**src/rtl/rx_protocol_pkg.sv**
```systemverilog
// Shared TX/RX link definitions: frame geometry, start pattern, stop-bit value and RX state encodings.
package rx_protocol_pkg;

  localparam int unsigned sz_START_SEQ = 6;
  localparam int unsigned sz_DATA      = 55;
  localparam int unsigned CNT_W        = 6;

  localparam logic [sz_START_SEQ-1:0] START_SEQ = 6'b01_1111;
  localparam logic                    STOP_BIT  = 1'b0;

  typedef logic [sz_DATA-1:0] rx_word_t;

  typedef enum logic [1:0] {
    HUNT    = 2'd0,
    RECEIVE = 2'd1,
    STOP    = 2'd2
  } rx_state_e;

endpackage

```
**src/rtl/rx_protocol_start_det.sv**
```systemverilog
// Start-sequence hunter: shifts the line while enabled and strobes when the last
// sz_START_SEQ samples (including the current one) equal START_SEQ.
module rx_protocol_start_det
  import rx_protocol_pkg::*;
(
  input  logic clk,
  input  logic rst_n,
  input  logic en,
  input  logic clr,
  input  logic din,
  output logic match_c
);

  logic [sz_START_SEQ-1:0] seq_sr;
  logic [sz_START_SEQ-1:0] seq_nxt_c;

  assign seq_nxt_c = {seq_sr[sz_START_SEQ-2:0], din};
  // An X on the line makes the compare X, which never counts as a match.
  assign match_c   = en && (seq_nxt_c == START_SEQ);

  always_ff @(posedge clk) begin
    if (!rst_n) begin
      seq_sr <= '0;
    end else if (clr) begin
      seq_sr <= '0;
    end else if (en) begin
      seq_sr <= seq_nxt_c;
    end
  end

endmodule

```
**src/rtl/rx_protocol.sv**
```systemverilog
// Serial link receiver: hunts for the start pattern, shifts in the payload MSB-first,
// checks the stop bit and holds the word behind a sticky rdy flag.
module rx_protocol
  import rx_protocol_pkg::*;
(
  input  logic               clk,
  input  logic               rst_n,
  input  logic               S_Data,
  input  logic               clr_rdy,
  output logic [sz_DATA-1:0] RX_Data,
  output logic               rdy,
  output logic               frm_err,
  output logic               overrun
);

  rx_state_e        state;
  rx_word_t         data_sr;
  logic [CNT_W-1:0] counter;
  logic             start_match_c;

  rx_protocol_start_det u_start_det (
    .clk     (clk),
    .rst_n   (rst_n),
    .en      (state == HUNT),
    .clr     (state == STOP),
    .din     (S_Data),
    .match_c (start_match_c)
  );

  always_ff @(posedge clk) begin
    if (!rst_n) begin
      state   <= HUNT;
      data_sr <= '0;
      counter <= '0;
      RX_Data <= '0;
      rdy     <= 1'b0;
      frm_err <= 1'b0;
      overrun <= 1'b0;
    end else begin
      frm_err <= 1'b0;
      if (clr_rdy) begin
        rdy     <= 1'b0;
        overrun <= 1'b0;
      end

      case (state)
        HUNT: begin
          if (start_match_c) begin
            state   <= RECEIVE;
            counter <= CNT_W'(sz_DATA);
          end
        end

        RECEIVE: begin
          data_sr <= {data_sr[sz_DATA-2:0], S_Data};
          counter <= counter - CNT_W'(1);
          if (counter == CNT_W'(1)) begin
            state <= STOP;
          end
        end

        STOP: begin
          state <= HUNT;
          if (S_Data == STOP_BIT) begin
            // New data wins over a simultaneous acknowledge.
            RX_Data <= data_sr;
            rdy     <= 1'b1;
            if (rdy && !clr_rdy) begin
              overrun <= 1'b1;
            end
          end else begin
            frm_err <= 1'b1;
          end
        end

        default: state <= HUNT;
      endcase
    end
  end

endmodule

```
**config.mk**
```make
export PLATFORM = sky130hd
export DESIGN_NAME = rx_protocol
export DESIGN_NICKNAME = d
export VERILOG_FILES = /design/src/rtl/rx_protocol_pkg.sv /design/src/rtl/rx_protocol_start_det.sv /design/src/rtl/rx_protocol.sv
export SDC_FILE = /design/constraint.sdc
export NUM_CORES = 1
export LEC_CHECK = 0
export BUFFER_PORTS_ARGS = -buffer_cell sky130_fd_sc_hd__buf_2
export CAP_MARGIN = 20
export CORE_MARGIN = 2
export CORE_UTILIZATION = 61
export DETAILED_ROUTE_END_ITERATION = 6
export MAX_ROUTING_LAYER = met4
export PLACE_DENSITY = 0.93
export SLEW_MARGIN = 20
export SYNTH_ARGS = -nofsm -noshare
export SYNTH_HDL_FRONTEND = slang
export SYNTH_HIERARCHICAL = 1
export SYNTH_SLANG_ARGS = --single-unit
```
**constraint.sdc**
```tcl
create_clock -name clk -period 4 [get_ports clk]
set_input_delay 0.4 -clock clk [delete_from_list [all_inputs] [get_ports clk]]
set_output_delay 0.4 -clock clk [all_outputs]
set_load 0.05 [all_outputs]
```
==> summary.txt, run 1 <==
Power
  – P_sw: 539 uW
  – Clock share of power: 55.9%
  – Net Sw Frac: 18.4%
  – Sequential share of power: 42.9%
  – Power Density: 515 nW/um2
  – Comb power frac: 1.2%
  – Leakage: 2.19 nW
  – Cell-internal power: 2.39 mW
  – Max VDD drop: 0.000338 V

Timing
  – Worst Hold Slack: 0.0687 ns
  – Worst clock skew: 0.00606 ns
  – Fin crit share: 62.0%
  – Final hold violations: 0
  – Worst slew pin tran: 0.942 ns
  – RSZ-0062 raised after global routing: false
  – Slew Limit Fails: 0
  – Setup tns final: 0 ns
  – Count of final setup violators: 0
  – F_max: 0.403 GHz
  – Min cycle time layout: 2.48 ns
  – Slew headroom: 37.2%

Synthesis
  – Register area share after synthesis: 53.2%
  – Ys Warns: 6
  – Post-synthesis register bit count: 126
  – Mapped Avg Cell Area: 8.60 um2
  – Mapped Cells: 551
  – Mapped Area: 4740 um2
  – Distinct cells, synth: 29
  – Syn_nets: 557

Die
  – Placeable Area: 7610 um2
  – Num rows: 32
  – Die height: 92.2 um
  – Die W: 92.2 um
  – DIE AREA: 8490 um2
  – I/O pin count: 62
  – Starting density of the core: 62.3%

Clock tree
  – # hold bufs at CTS: 0
  – CTS root buf: clkbuf_8
  – CTS tree: yes
  – CTS Buffer Depth: 2
  – # Post-CTS Setup Buffers: 0
  – Reg clk slew, reported paths: 0.05 ns
  – CTS Buf Count: 17
  – H-tree levels: 4
  – Worst-skew pair later-pin latency: 0.50 ns
  – Clk sinks: 126
  – Post-cts resize count: 0

Layout
  – Synth-to-layout area growth: 20.1%
  – Nets: 601
  – Final Cell Area: 5690 um2
  – Most frequent cells in the layout: nand2_1, dfxtp_1, a21boi_0
  – Antenna Cells: 0
  – Layout cell share with drive strength beyond 1: 16.6%
  – Final cell count without fillers: 710
  – Commonest non-fill, non-tap cell in the layout: nand2_1
  – FF/Latch Area: 2520 um2
  – Multi-input gate area: 2040 um2
  – Fillers: 515

Place
  – Dpl cell area: 5030 um2
  – GPL Wtd Cong: 0.728
  – IO buf count: 61
  – Post-DP HPWL: 5.54 mm
  – Placed instance count: 678

Hold path
  – Worst min-delay path class: in2reg

Detailed routing
  – Final antenna-violating net count: 0
  – Post-DR vias/cell: 5.37
  – Post-route DRC: 0
  – Drt wl/cell: 13.4 um
  – TritonRoute pass-1 iters: 4
  – Drt initial violations: 241
  – Final wirelength: 9.52 mm
  – Vias: 3,815

Setup path
  – Crit Path Class: reg2reg
  – Critical path startpoint category: flop
  – Critical path arrival: 2.87 ns
  – Critical Path Max Stage Delay: 0.66 ns
  – Slowest cell on the critical path: nor3b_1
  – Delay-heaviest family, CP: simple AND/OR/NAND/NOR gates
  – WP data required: 4.39 ns
  – Worst setup EP type: flop
  – Crit-path max FO: 8
  – Buf+Inv Stages, Crit Path: 0
  – Crit path cell chain: nor2_1, nand4_1, and4bb_2, nor3b_1, a211oi_1, a41o_1

Global routing
  – GRT Overall Usage: 23.4%
  – Vias in the first global route: 3,505
  – GRT overflow: 0
  – First-pass GRT wire length: 15.5 mm
  – Initial antenna violation count: 0
  – Pin count of the biggest net entering global routing: 68

Run
  – Max-cap violations: 0

Run status
  – Status: finished clean
==> final cells by class <==
cell class,count,share of cell area (%)
Clock buffer,21,8.06
Sequential cell,126,44.3
Multi-Input combinational cell,382,35.9
Inverter,4,0.264
Tap cell,102,2.24
Timing Repair Buffer,64,5.98
Clock inverter,11,3.27
==> flip-flops by register name, summed over array words and instances, names as in the netlist <==
register and cells:
RX_Data 55, counter 6, data_sr 55, frm_err 1, overrun 1, rdy 1
state 2, u_start_det/seq_sr 5
==> stage by stage <==
stage	total power [mW]	utilization, %	setup slack (ns)
detailed placement	1.32	66.2	1.55
floorplan	1.31	-	2.16
global route	3.01	74.9	1.28
global placement	1.32	66.2	1.74
CTS	2.95	74.7	1.55
finish	2.93	74.9	1.52
==> worst paths after layout <==
| kind | from | to | slack [ns] | cells past startpoint |
|---|---|---|---|---|
| min | clr_rdy | overrun$_SDFF_PN0_ | 0.07 | 2 |
| max | state[0]$_SDFFE_PN0P_ | counter[3]$_SDFFE_PN0P_ | 1.52 | 6 |
| max reg2reg | state[0]$_SDFFE_PN0P_ | counter[3]$_SDFFE_PN0P_ | 1.52 | 6 |
| min reg2reg | RX_Data[36]$_SDFFE_PN0P_ | RX_Data[36]$_SDFFE_PN0P_ | 0.45 | 2 |
==> layer usage <==
layer	vias to the layer above	global-route usage (%)	routed length [um]	part of all wire, %
met4	0	8.21	96	1.0
met5	-	-	0	0
met3	8	5.83	381	4.0
li1	1888	-	-	-
met2	99	40.7	5000	53
met1	1820	26.2	4040	42
==> synth_stat cells <==
| cell | number | area, um2 |
|---|---|---|
| a41o_1 | 1 | 10.0 |
| nor4b_2 | 1 | 15.0 |
| nand2_1 | 224 | 841 |
| ha_1 | 2 | 25.0 |
| and3_1 | 5 | 31.3 |
| buf_2 | 19 | 95.1 |
| nor2_1 | 8 | 30.0 |
| inv_1 | 4 | 15.0 |
| nand2b_1 | 3 | 18.8 |
| or3b_1 | 1 | 8.76 |
| and3b_1 | 1 | 8.76 |
| clkbuf_1 | 15 | 56.3 |
| a21oi_1 | 1 | 5.00 |
| nand3_1 | 2 | 10.0 |
| nor2b_1 | 2 | 12.5 |
| nor3b_1 | 4 | 30.0 |
| dfxtp_1 | 126 | 2520 |
| a21boi_0 | 70 | 526 |
| nand4_1 | 2 | 12.5 |
| a21boi_1 | 41 | 308 |
| a211oi_1 | 1 | 7.51 |
| a311o_1 | 1 | 10.0 |
| o311a_1 | 1 | 10.0 |
| and4bb_2 | 1 | 12.5 |
| a211o_1 | 2 | 17.5 |
| o21ai_0 | 1 | 5.00 |
| mux2i_1 | 5 | 50.1 |
| nor3_1 | 2 | 10.0 |
| buf_4 | 5 | 37.5 |
==> kinds of logic (layout without fill, tap and decap cells) <==
logic type      after synthesis  in the layout  synth area share (%)
buf+inv                      43            100                  4.30
mux                           5              5                  1.06
fa+ha+maj                     2              2                 0.528
simple gates                256            256                  22.0
flops                       126            126                  53.2
compound gates              119            119                  18.9
==> power groups by stage <==
| stage | sequential [mW] | clock [mW] | combinational, mW |
|---|---|---|---|
| after floorplan | 1.28 | 0 | 0.0276 |
| after global placement | 1.29 | 0 | 0.0337 |
| after detailed placement | 1.29 | 0 | 0.0345 |
| after CTS | 1.26 | 1.65 | 0.0343 |
| after global routing | 1.26 | 1.71 | 0.0376 |
| final | 1.26 | 1.64 | 0.0350 |
==> worst reg2reg max path, delay by kind of cell (launching register included) <==
family,cells,cell delay [ns]
DFF,1,0.41
AOI/OAI and AO/OA,2,0.34
and+or+nand+nor,4,1.62
No activity file was read; power rests on OpenSTA's default activity.
==> run 2, diff against run 1 <==
- CORE_UTILIZATION: 61 -> 51
- PLACE_DENSITY: 0.93 -> 0.84
- clock period: 4 -> 2.05 ns (I/O delays scaled with it)
==> summary.txt, run 2 (same netlist as run 1, synthesis figures left out) <==
Layout
  – Final cell count without fillers: 730 (+2.8%)
  – Regs by FF count: RX_Data: 55 flops, data_sr: 55 flops, counter: 6 flops
  – Most frequent cells in the layout: nand2_1, dfxtp_1, a21boi_0
  – Final core occ: 63.0% (-12 points)
  – Commonest non-fill, non-tap cell in the layout: nand2_1
  – Nets: 612 (+1.8%)
  – Final Cell Area: 5740 um2 (+0.77%)
  – Synth-to-layout area growth: 21.0%
  – Layout cell share with drive strength beyond 1: 17.1% (+0.51 points)
  – Antenna Cells: 0 (unchanged)

Die
  – I/O pin count: 62 (unchanged)
  – Die height: 100 um (+9.0%)
  – Die W: 100 um (+9.0%)
  – DIE AREA: 10,100 um2 (+19%)
  – Starting density of the core: 52.0% (-10 points)
  – Num rows: 35 (+9.4%)
  – Placeable Area: 9110 um2 (+20%)

Global routing
  – Vias in the first global route: 3,538 (+0.94%)
  – GRT Overall Usage: 20.2% (-3.2 points)
  – Pin count of the biggest net entering global routing: 55 (-19%)
  – First-pass GRT wire length: 15.7 mm (+1.1%)
  – GRT overflow: 0 (unchanged)
  – Initial antenna violation count: 0 (unchanged)

Setup path
  – Crit Path Class: reg2reg
  – R2r endpoint: counter[4]$_SDFFE_PN0P_
  – RR Startpoint: state[1]$_SDFFE_PN0P_
  – WP data required: 2.45 ns (-1.94 ns)
  – Path depth of the worst reg2reg path: 7 (+1)
  – Critical path startpoint category: flop
  – FF-to-FF setup slack: 0.23 ns (-1.29 ns)
  – Crit path cell chain: nor2_1, nand4_1, and4bb_2, nor3b_1, buf_4, a311o_1, and3_1
  – Critical path arrival: 2.22 ns (-0.65 ns)
  – Crit-path max FO: 8 (unchanged)
  – Worst setup EP type: flop
  – Critical Path Max Stage Delay: 0.49 ns (-0.17 ns)
  – Slowest cell on the critical path: dfxtp_1

Detailed routing
  – Drt wl/cell: 12.4 um (-7.2%)
  – Drt initial violations: 138 (-43%)
  – Vias: 3,752 (-1.7%)
  – Post-DR vias/cell: 5.14 (-4.3%)
  – Final antenna-violating net count: 0 (unchanged)
  – TritonRoute pass-1 iters: 4 (unchanged)
  – Post-route DRC: 0 (unchanged)
  – Final wirelength: 9.08 mm (-4.6%)

Timing
  – Slew headroom: 63.6% (+26 points)
  – Final hold violations: 0 (unchanged)
  – Count of final setup violators: 0 (unchanged)
  – Slew Limit Fails: 0 (unchanged)
  – Worst Hold Slack: 0.218 ns (+0.150 ns)
  – Worst clock skew: 0.00714 ns (+0.00108 ns)
  – Setup tns final: 0 ns (unchanged)
  – F_max: 0.549 GHz (+36%)
  – Worst slew pin tran: 0.545 ns (-0.397 ns)
  – Fin crit share: 88.8% (+27 points)
  – Min cycle time layout: 1.82 ns (-0.660 ns)
  – Final WS setup: 0.229 ns (-1.29 ns)
  – RSZ-0062 raised after global routing: false

Power
  – Power Density: 940 nW/um2 (+82%)
  – Leakage: 2.21 nW (+1.0%)
  – Comb power frac: 1.4% (+0.2 points)
  – Cell-internal power: 4.38 mW (+83%)
  – Total Power: 5.39 mW (+84%)
  – Sequential share of power: 45.5% (+2.6 points)
  – Clock share of power: 53.1% (-2.8 points)
  – Max VDD drop: 0.000471 V (+40%)
  – P_sw: 1.01 mW (+88%)
  – Net Sw Frac: 18.8% (+0.38 points)

Clock tree
  – Reg clk slew, reported paths: 0.05 ns (about the same)
  – CTS Buf Count: 17 (unchanged)
  – Clk sinks: 126 (unchanged)
  – CTS Buffer Depth: 2 (unchanged)
  – Worst-skew pair later-pin latency: 0.51 ns (about the same)
  – CTS tree: yes
  – CTS root buf: clkbuf_8
  – H-tree levels: 4 (unchanged)

Run
  – Max-cap violations: 0 (unchanged)

Hold path
  – Worst min-delay path class: in2reg
  – Worst Hold Launch: rst_n
  – Hold Path End: counter[1]$_SDFFE_PN0P_
  – Hold path cells: 2 (unchanged)

Place
  – Post-DP HPWL: 5.90 mm (+6.4%)
  – Pre-CTS setup slack: 0.224 ns (-1.32 ns)
  – Dpl cell area: 5140 um2 (+2.1%)
  – GPL Wtd Cong: 0.794 (+9.1%)
  – IO buf count: 61 (unchanged)
  – Placed instance count: 696 (+2.7%)

Run status
  – Status: finished clean
run 2: area by class of cell:
class / count / area, um2
Fill cell: 757 / 3370
Sequential cell: 126 / 2520
Multi-Input combinational cell: 382 / 2030
Clock buffer: 27 / 502
Timing Repair Buffer: 75 / 453
Tap cell: 111 / 139
Clock inverter: 5 / 77.6
Inverter: 4 / 15.0
run 2: layer usage:
| layer | track usage, % | share of wire (%) | up-vias |
|---|---|---|---|
| met1 | 22.9 | 45 | 1750 |
| met4 | 8.75 | 1.5 | 0 |
| met3 | 5.57 | 4.2 | 16 |
| met2 | 33.4 | 49 | 82 |
| li1 | - | - | 1904 |
| met5 | - | 0 | - |
run 2: worst max path at each step:
stage / slack (ns) / from / endpoint
after floorplan: 0.21 / state[1]$_SDFFE_PN0P_ / counter[3]$_SDFFE_PN0P_
after global placement: 0.33 / state[1]$_SDFFE_PN0P_ / counter[4]$_SDFFE_PN0P_
after detailed placement: 0.22 / state[1]$_SDFFE_PN0P_ / counter[4]$_SDFFE_PN0P_
after CTS: 0.22 / state[1]$_SDFFE_PN0P_ / counter[4]$_SDFFE_PN0P_
after global routing: 0.16 / state[1]$_SDFFE_PN0P_ / counter[4]$_SDFFE_PN0P_
final: 0.23 / state[1]$_SDFFE_PN0P_ / counter[4]$_SDFFE_PN0P_
run 2: repair_timing:
item	CTS	global route
buffers inserted	0	0
resized for setup	0	0
hold buffers	2	0
endpoints found under the hold margin	3	0
run 2: worst max-delay path: cells and delay by family (launching register included):
| family | cells | cell delay [ns] |
|---|---|---|
| simple gates | 5 | 0.75 |
| flops | 1 | 0.49 |
| compound gates | 1 | 0.30 |
| buf+inv | 1 | 0.17 |
run 2: power groups by stage:
| stage | Sequential, mW | Combinational [mW] | Clock [mW] |
|---|---|---|---|
| 6_report | 2.46 | 0.0757 | 2.86 |
| 5_1_grt | 2.45 | 0.0817 | 3.04 |
| 4_1_cts | 2.46 | 0.0760 | 2.93 |
| 3_5_place_dp | 2.51 | 0.0730 | 0 |
| 3_3_place_gp | 2.51 | 0.0717 | 0 |
| 2_1_floorplan | 2.51 | 0.0538 | 0 |
==> run 3, diff against run 2 <==
- ABC_AREA: not set -> 1
- MAX_ROUTING_LAYER: met4 -> not set
- SLEW_MARGIN: 20 -> not set
==> summary.txt, run 3 <==
Run status
  – Status: finished clean

Setup path
  – Path depth of the worst reg2reg path: 11 (+4)
  – FF-to-FF setup slack: 0.41 ns (+0.18 ns)
  – Crit Path Class: reg2reg
  – Slowest cell on the critical path: nor2_1
  – Crit-path max FO: 7 (-1)
  – CP most frequent cell: nor2_1
  – WP data required: 2.51 ns (+0.06 ns)
  – Worst setup EP type: flop
  – Critical path startpoint category: flop
  – Critical Path Max Stage Delay: 0.39 ns (-0.10 ns)
  – Crit path cell chain: nor2_1, nand2_2, inv_1, nand2_1, nor2_1, nand2_1, inv_1, nor2_1, nand2_1, inv_1, nor2_1
  – Critical path arrival: 2.10 ns (-0.12 ns)
  – R2r endpoint: counter[4]$_SDFFE_PN0P_
  – RR Startpoint: state[0]$_SDFFE_PN0P_

Global routing
  – GRT overflow: 0 (unchanged)
  – GRT Overall Usage: 20.9% (+0.76 points)
  – First-pass GRT wire length: 16.8 mm (+6.7%)
  – Initial antenna violation count: 0 (unchanged)
  – Pin count of the biggest net entering global routing: 63 (+15%)
  – Vias in the first global route: 3,788 (+7.1%)

Synthesis
  – Async S/R FF share, synth: 0% (unchanged)
  – Syn_nets: 587 (+5.4%)
  – Dominant cell type by area after synthesis: dfxtp_1
  – Most frequent cell after synthesis: dfxtp_1
  – Distinct cells, synth: 24 (-17%)
  – Mapped Avg Cell Area: 8.26 um2 (-4.0%)
  – Post-synthesis register bit count: 126 (unchanged)
  – Synth top cells by count: dfxtp_1, nor2_1, nand2_1
  – Mapped Area: 4800 um2 (+1.2%)
  – Top post-synthesis cells by area: dfxtp_1, nor2_1, nand2_1, a21oi_2, o21ai_0
  – Number of synthesized flops with an enable pin: 0 (unchanged)
  – Mapped Cells: 581 (+5.4%)
  – Register area share after synthesis: 52.6% (-0.62 points)
  – Ys Warns: 6 (unchanged)
  – Main flop type after synthesis: dfxtp_1
  – Share of the synthesized area in the top cell type: 52.6% (-0.62 points)

Hold path
  – Hold path cells: 3 (+1)
  – Hold Path End: RX_Data[33]$_SDFFE_PN0P_
  – Worst Hold Launch: rst_n
  – Worst min-delay path class: in2reg

Layout
  – Nets: 641 (+4.7%)
  – Regs by FF count: RX_Data: 55 flops, data_sr: 55 flops, counter: 6 flops
  – Final core occ: 62.0% (-1.0 points)
  – Layout cell share with drive strength beyond 1: 28.9% (+12 points)
  – Synth-to-layout area growth: 18.8%
  – Commonest non-fill, non-tap cell in the layout: dfxtp_1
  – Final cell count without fillers: 758 (+3.8%)
  – Antenna Cells: 0 (unchanged)
  – Most frequent cells in the layout: dfxtp_1, nor2_1, nand2_1

Timing
  – RSZ-0062 raised after global routing: false
  – Final hold violations: 0 (unchanged)
  – Setup tns final: 0 ns (unchanged)
  – Min cycle time layout: 1.64 ns (-0.179 ns)
  – F_max: 0.609 GHz (+11%)
  – Count of final setup violators: 0 (unchanged)
  – Fin crit share: 80.1% (-8.8 points)
  – Slew headroom: 62.3% (-1.3 points)
  – Worst clock skew: 0.00848 ns (+0.00134 ns)
  – Slew Limit Fails: 0 (unchanged)
  – Worst slew pin tran: 0.565 ns (+0.0195 ns)

Clock tree
  – CTS Buffer Depth: 2 (unchanged)
  – # Post-CTS Setup Buffers: 0 (unchanged)
  – Reg clk slew, reported paths: 0.06 ns (about the same)
  – H-tree levels: 4 (unchanged)
  – Post-cts resize count: 0 (unchanged)
  – Clk sinks: 126 (unchanged)
  – CTS root buf: clkbuf_8
  – Worst-skew pair later-pin latency: 0.52 ns (about the same)
  – CTS tree: yes
  – CTS Buf Count: 17 (unchanged)

Run
  – Max-cap violations: 0 (unchanged)

Detailed routing
  – Post-route DRC: 0 (unchanged)
  – Vias: 3,961 (+5.6%)
  – Drt wl/cell: 13.5 um (+8.4%)
  – Post-DR vias/cell: 5.23 (+1.7%)
  – Final wirelength: 10.2 mm (+13%)
  – TritonRoute pass-1 iters: 5 (+1)
  – Final antenna-violating net count: 0 (unchanged)
  – Drt initial violations: 225 (+63%)

Power
  – Total Power: 5.39 mW (-0.15%)
  – Max VDD drop: 0.000622 V (+32%)
  – Leakage: 2.22 nW (+0.42%)
  – Power Density: 945 nW/um2 (+0.53%)

Die
  – Placeable Area: 9200 um2 (+0.96%)
  – DIE AREA: 10,200 um2 (+1.1%)
  – Die W: 101 um (+0.57%)
  – Die height: 101 um (+0.57%)
  – Num rows: 35 (unchanged)
  – Starting density of the core: 52.2% (+0.12 points)
  – I/O pin count: 62 (unchanged)

Place
  – IO buf count: 61 (unchanged)
  – Post-DP HPWL: 6.18 mm (+4.7%)
  – Placed instance count: 725 (+4.2%)
  – GPL Wtd Cong: 0.911 (+15%)
-- run 3: cell families after synthesis --
logic type / synth area share (%)
adders and majority gates: 0.522
AOI/OAI and AO/OA: 16.3
buffers and inverters: 6.73
DFF: 52.6
and+or+nand+nor: 23.9
-- run 3: worst max-delay path, delay by kind of cell, from the launching register on --
family	cells	cell delay, ns
and+or+nand+nor	8	0.96
DFF	1	0.37
buffers and inverters	3	0.26
-- run 3: timing repair --
action,4_1_cts,5_1_grt
endpoints found under the setup margin,0,0
hold endpoints to repair,3,0
hold buffers,2,0
-- run 3: per-layer routing --
metal / track usage [%] / part of all wire [%]
met2: 35.7 / 49
met5: 0 / 0
met1: 24.0 / 43
met3: 6.24 / 5.2
met4: 9.88 / 2.5
-- run 3: how the worst max path moves through the flow --
stage                                from                       to  slack, ns
floorplan           state[0]$_SDFFE_PN0P_  counter[3]$_SDFFE_PN0P_       0.70
detailed placement  state[0]$_SDFFE_PN0P_  counter[3]$_SDFFE_PN0P_       0.50
finish              state[0]$_SDFFE_PN0P_  counter[4]$_SDFFE_PN0P_       0.41
global placement    state[0]$_SDFFE_PN0P_  counter[3]$_SDFFE_PN0P_       0.60
CTS                 state[0]$_SDFFE_PN0P_  counter[4]$_SDFFE_PN0P_       0.41
global route        state[0]$_SDFFE_PN0P_  counter[3]$_SDFFE_PN0P_       0.22
-- run 3: per-stage QoR --
step | worst slack, ns | hold slack (ns) | instance area (um2)
after floorplan | 0.703 | 0.345 | 4800
after CTS | 0.415 | 0.100 | 5700
after global routing | 0.222 | 0.133 | 5700
after detailed placement | 0.503 | 0.452 | 5110
final | 0.409 | 0.120 | 5700
after global placement | 0.603 | 0.442 | 5110
-- run 3: area by class of cell --
type	instances	area, um2
Clock buffer	21	449
Multi-Input combinational cell	397	1950
Fill cell	765	3500
Tap cell	111	139
Timing Repair Buffer	72	443
Inverter	21	78.8
Clock inverter	10	115
Sequential cell	126	2520
-- run 3: where the power goes --
| part | switching [mW] | leakage [nW] | internal [mW] |
|---|---|---|---|
| clock | 1.06 | 0.270 | 1.78 |
| combinational | 0.0677 | 0.939 | 0.0263 |
| sequential | 0.00236 | 1.01 | 2.45 |
| total | 1.13 | 2.22 | 4.26 |
